--- src/rtl/pc_gen_pkg.sv ---
// Shared types and constants for the IF-stage next-PC generator.
package pc_gen_pkg;

  typedef enum logic [1:0] {
    IDLE = 2'b00,
    RUN  = 2'b01,
    PEND = 2'b10
  } pc_state_t;

  localparam int unsigned DEFAULT_STEP = 4;

  // Redirect index width; a single source still needs one bit.
  function automatic int unsigned idx_width(input int unsigned n);
    return (n > 1) ? $clog2(n) : 1;
  endfunction

endpackage

--- src/rtl/redir_prio_sel.sv ---
// Priority encoder over redirect requests (index 0 wins) plus target mux.
module redir_prio_sel
  import pc_gen_pkg::*;
#(
  parameter int unsigned NUM_REDIR = 2,
  parameter int unsigned WIDTH     = 32,
  localparam int unsigned IW       = idx_width(NUM_REDIR)
) (
  input  logic [NUM_REDIR-1:0]       valid_i,
  input  logic [NUM_REDIR*WIDTH-1:0] target_i,
  output logic                       any_o,
  output logic [IW-1:0]              idx_o,
  output logic [WIDTH-1:0]           target_o
);

  // NOTE: every output gets a default before the loop; a path that leaves one
  // unassigned would infer a latch.
  always_comb begin
    any_o    = 1'b0;
    idx_o    = '0;
    target_o = '0;
    // Walk from the lowest priority upward so the last hit is the winner.
    for (int k = int'(NUM_REDIR) - 1; k >= 0; k--) begin
      if (valid_i[k]) begin
        any_o    = 1'b1;
        idx_o    = IW'(k);
        target_o = target_i[k*WIDTH +: WIDTH];
      end
    end
  end

endmodule

--- src/rtl/pc_gen.sv ---
// Next-PC generator: PC register, prioritised redirects, stall hold and a
// pending-redirect buffer that replays a redirect seen during a stall.
module pc_gen
  import pc_gen_pkg::*;
#(
  parameter int unsigned      WIDTH     = 32,
  parameter logic [WIDTH-1:0] RESET_PC  = '0,
  parameter int unsigned      STEP      = DEFAULT_STEP,
  parameter int unsigned      NUM_REDIR = 2
) (
  input  logic                       clk_i,
  input  logic                       rst_i,
  input  logic                       start_i,
  input  logic                       stall_i,
  input  logic [NUM_REDIR-1:0]       redir_valid_i,
  input  logic [NUM_REDIR*WIDTH-1:0] redir_target_i,
  output logic [WIDTH-1:0]           pc_o,
  output logic                       pc_valid_o,
  output logic                       flush_o,
  output logic                       pend_o
);

  localparam int unsigned      IW     = idx_width(NUM_REDIR);
  localparam logic [WIDTH-1:0] STEP_W = WIDTH'(STEP);

  pc_state_t        state;
  logic [WIDTH-1:0] pc;
  logic             pc_valid;
  logic             pend;
  logic [WIDTH-1:0] pend_target;
  logic [IW-1:0]    pend_idx;

  logic             sel_any;
  logic [IW-1:0]    sel_idx;
  logic [WIDTH-1:0] sel_target;

  redir_prio_sel #(
    .NUM_REDIR (NUM_REDIR),
    .WIDTH     (WIDTH)
  ) u_sel (
    .valid_i  (redir_valid_i),
    .target_i (redir_target_i),
    .any_o    (sel_any),
    .idx_o    (sel_idx),
    .target_o (sel_target)
  );

  // While pending, an equal-or-higher-priority request overwrites the buffer;
  // the winner is what gets stored or loaded this cycle.
  logic             replace;
  logic [WIDTH-1:0] win_target;
  logic [IW-1:0]    win_idx;

  assign replace    = sel_any && (sel_idx <= pend_idx);
  assign win_target = replace ? sel_target : pend_target;
  assign win_idx    = replace ? sel_idx    : pend_idx;

  // NOTE: state is updated only with non-blocking assignments so every
  // register samples the pre-edge values regardless of statement order.
  always_ff @(posedge clk_i) begin
    if (rst_i) begin
      state       <= IDLE;
      pc          <= RESET_PC;
      pc_valid    <= 1'b0;
      pend        <= 1'b0;
      pend_target <= '0;
      pend_idx    <= '0;
    end else begin
      case (state)
        IDLE: begin
          if (start_i) begin
            state    <= RUN;
            pc_valid <= 1'b1;
          end
        end
        RUN: begin
          if (sel_any) begin
            if (!stall_i) begin
              pc <= sel_target;
            end else begin
              pend_target <= sel_target;
              pend_idx    <= sel_idx;
              pend        <= 1'b1;
              state       <= PEND;
            end
          end else if (!stall_i) begin
            pc <= pc + STEP_W;
          end
        end
        PEND: begin
          if (!stall_i) begin
            pc    <= win_target;
            pend  <= 1'b0;
            state <= RUN;
          end else begin
            pend_target <= win_target;
            pend_idx    <= win_idx;
          end
        end
        default: begin
          state    <= IDLE;
          pc       <= RESET_PC;
          pc_valid <= 1'b0;
          pend     <= 1'b0;
        end
      endcase
    end
  end

  assign flush_o    = !rst_i && !stall_i &&
                      (((state == RUN) && sel_any) || (state == PEND));
  assign pc_o       = pc;
  assign pc_valid_o = pc_valid;
  assign pend_o     = pend;

endmodule

--- config.mk ---
export PLATFORM = sky130hd
export DESIGN_NAME = pc_gen
export DESIGN_NICKNAME = d
export VERILOG_FILES = /design/src/rtl/pc_gen_pkg.sv /design/src/rtl/redir_prio_sel.sv /design/src/rtl/pc_gen.sv
export SDC_FILE = /design/constraint.sdc
export NUM_CORES = 1
export LEC_CHECK = 0
export BUFFER_PORTS_ARGS = -buffer_cell sky130_fd_sc_hd__buf_2
export CAP_MARGIN = 20
export CORE_MARGIN = 4
export CORE_UTILIZATION = 49
export CTS_BUF_LIST = sky130_fd_sc_hd__clkbuf_8 sky130_fd_sc_hd__clkbuf_16
export DETAILED_ROUTE_END_ITERATION = 6
export PLACE_DENSITY = 0.77
export SYNTH_ARGS = -nofsm -noshare
export SYNTH_HDL_FRONTEND = slang
export SYNTH_SLANG_ARGS = --single-unit
--- constraint.sdc ---
create_clock -name clk_i -period 2.15 [get_ports clk_i]
set_input_delay 0.645 -clock clk_i [delete_from_list [all_inputs] [get_ports clk_i]]
set_output_delay 0.645 -clock clk_i [all_outputs]
set_load 0.02 [all_outputs]
==> results.md <==
* Final nets at 763
* Max-Cap Viols at 0
* Worst Path Arrival at 1.48 ns
* Die W at about 100 um
* Final hold violation count at 0
* Root Driver: clkbuf_8
* Worst-path maximum fanout at 7
* Placed cells at 776
* Post-synth top flop: dfxtp_1
* Layout cell share with drive strength beyond 1 at 0.3150
* Period minus WS final at between 2 and 2.5 ns
* Mapped Nets at slightly above 600
* R2R Setup Slk at 0.07 ns
* CP required at 1.50 ns
* Antenna violation net count after detailed routing at 0
* CP Launch Type: flop
* Run status: complete, no violations
* Fmax achieved at 471.2 MHz
* Clock transition at the registers of the reported paths at 0.07 ns
* Slowest-stage cell, CP: dfxtp_4
* Maximum VDD drop at ~400 uV
* Ports at 105
* DR vias at 5117
* Syn avg cell area at 7.887 um^2
* GP Congestion at about 0.9
* Largest net degree at the start of global routing at 43
* HPWL Detailed at about 11 mm
* Antenna violations before repair at 0
* Rel. slew slack at 0.6048
* Final Total Pwr at 3.851 mW
* Post-synth EDFFs at 0
* Die height at 101.8 um
* Global-route wire length before repair at 23.85 mm
* R2R Path End: pc_o[5]
* Max-slew violation count at 0
* Fin crit share at 0.9871
* First drt pass iteration count at 6
* Synthesis warning total at 0
* CTS Hold Bufs at 0
* CP max stage delay at 0.37 ns
* Core Region at 8382 um^2
* Unique masters post-synth at 70
* DRC at 0
* GRT Total Usage at 0.2905
* Register area share after synthesis at 0.3202
* Hold Path End: pend_target[16]
* Worst-path cell chain: inv_4, ha_4, clkinvlp_4, a211oi_4, buf_6
* Reg2Reg Depth at 7
* Worst slew pin tran at 0.5921 ns
* Grt ovf at 0
* CTS Buf Count at 9
* Hold path startpoint: pend_target[16]
* Layout fillers at 740
* Count of state elements after synthesis at 69
* Ant diodes at 0
* FP Rows at 33
* HP Class: reg -> reg
* CTS tree: yes
* Mapped Area at 4314 um^2
* DR iter-0 viols at about 520
* Clock latency on the worst-skew pair at 0.35 ns
* Crit Path Category: reg -> out
* Synth async-reset ratio at 0
* H-Tree Level Count at 3
* Syn-to-layout area delta at 30.22%
* Hold depth at 2
* Power density over cell area at 685.5 nW/um^2
* Vias in the first global route at 4743
* WL per Instance at 19.07 um
* P_leak at about 2.3 nW
* Vias per cell at about 6.4
* CTS sink count at 69
* Clk buf depth at 2
* Full die area at ~10000 um^2
* Crit end category: output pin
* Initial Util at 0.5147
* RSZ-0062 raised after global routing: yes
* Drt total wl at about 15 mm
* Final Skew at roughly 0.011 ns
* Final core occ at 0.6702
* Post-Syn Instances at 547
* IO Port Bufs at 104
* Final setup fails at 0
* Multi-input logic area at approximately 2700 um^2
* FF-to-FF Start: state[1]
* Fin cells at around 800
* FF/Latch Area at 1390 um^2
[worst max path at each step]
stage	startpoint	to	slack, ns	depth (start not counted)
2_1_floorplan	redir_valid_i[0]	flush_o	0.03	5
3_3_place_gp	stall_i	pc_o[11]	-0.01	6
3_5_place_dp	redir_valid_i[1]	pc_o[17]	-0.08	7
4_1_cts	state[1]	flush_o	-0.03	6
5_1_grt	state[1]	flush_o	-0.04	6
6_report	state[0]	flush_o	0.03	5
[routing by layer]
| layer | global-route usage | vias up | wire [um] |
|---|---|---|---|
| met5 | 0 | - | 0 |
| met4 | 0.08476 | 0 | 217 |
| met3 | 0.05802 | 32 | 1742 |
| met2 | 0.4502 | 335 | 6841 |
| met1 | 0.4114 | 2378 | 6397 |
| li1 | - | 2372 | - |
[stage by stage]
step / hold WS [ns] / setup TNS, ns / area (um^2) / setup WS [ns]
floorplan: 0.4511 / 0 / 4332 / 0.03462
global placement: 0.4702 / -0.01362 / 5303 / -0.01050
detailed placement: 0.4802 / -0.2247 / 5303 / -0.07853
CTS: 0.5005 / -0.06789 / 5548 / -0.03494
global route: 0.5261 / -0.04049 / 5618 / -0.03757
finish: 0.4997 / 0 / 5618 / 0.02776
[registers in the layout, indices dropped and copies added, names as in the netlist]
signal       count
pend_o           1
pc_valid_o       1
state            2
pend_target     32
pc_o            32
pend_idx         1
[placed cells by master, fill, tap and decap left out, types with 8 or more instances in the layout]
cell	synthesis	routed
buf_2	9	102
nor2_1	71	70
dfxtp_1	69	66
buf_4	1	63
o21ai_0	43	43
a211oi_1	43	41
nand2_1	36	35
a22oi_1	28	28
a21oi_1	26	26
nand3_1	21	21
nand4_1	11	11
and3_1	11	11
clkbuf_8	5	11
o211ai_1	10	10
mux2i_1	9	9
a31oi_1	8	8
[what timing repair did]
action | CTS | global route
resized for setup | 9 | 14
setup endpoints to repair | 8 | 36
setup buffers | 2 | 4
pin swaps | 0 | 2
endpoints found under the hold margin | 0 | 0
[layout make-up]
class / instances / share of cell area
tap: 105 / 0.02339
inverter: 10 / 0.008241
sequential: 69 / 0.2474
clock buffer: 11 / 0.02695
clock inverter: 4 / 0.008463
multi-input combinational: 424 / 0.4853
timing repair buffer: 174 / 0.2002
[cell usage after synthesis (4+ instances only)]
cell / n / share of area
a211oi_1: 43 / 0.075
a21oi_1: 26 / 0.030
a221oi_1: 7 / 0.014
a22o_1: 5 / 0.010
a22oi_1: 28 / 0.049
a31oi_1: 8 / 0.012
and3_1: 11 / 0.016
buf_1: 4 / 0.0035
buf_2: 9 / 0.010
clkbuf_1: 25 / 0.022
clkbuf_8: 5 / 0.016
dfxtp_1: 69 / 0.32
ha_1: 5 / 0.015
inv_1: 8 / 0.0070
mux2i_1: 9 / 0.021
nand2_1: 36 / 0.031
nand3_1: 21 / 0.024
nand4_1: 11 / 0.016
nor2_1: 71 / 0.062
nor3_1: 7 / 0.0081
o211ai_1: 10 / 0.017
o21ai_0: 43 / 0.050
o22ai_1: 7 / 0.010
o31ai_1: 4 / 0.0070
xor2_1: 5 / 0.010
[cell families after synthesis]
group / Yosys count / synth area share
buffers and inverters: 54 / 0.06207
and+or+nand+nor: 188 / 0.2245
DFF: 69 / 0.3202
muxes: 9 / 0.02088
xor gates and xnor gates: 8 / 0.01624
adders and majority gates: 5 / 0.01450
AOI/OAI and AO/OA: 214 / 0.3416
[power breakdown]
group,internal [mW],switching (mW),leakage (nW)
sequential,1.41,0.0908,0.562
combinational,0.508,0.746,1.62
clock,0.589,0.511,0.101
total,2.50,1.35,2.28
[critical path: cells and delay by family, from the launching register on]
family	cells	cell delay (ns)
buffers and inverters	3	0.36
AO/OA/AOI/OAI	1	0.22
adder cells (fa/ha/maj)	1	0.18
flip-flops	1	0.37
Power figures use the tool's default switching activity.
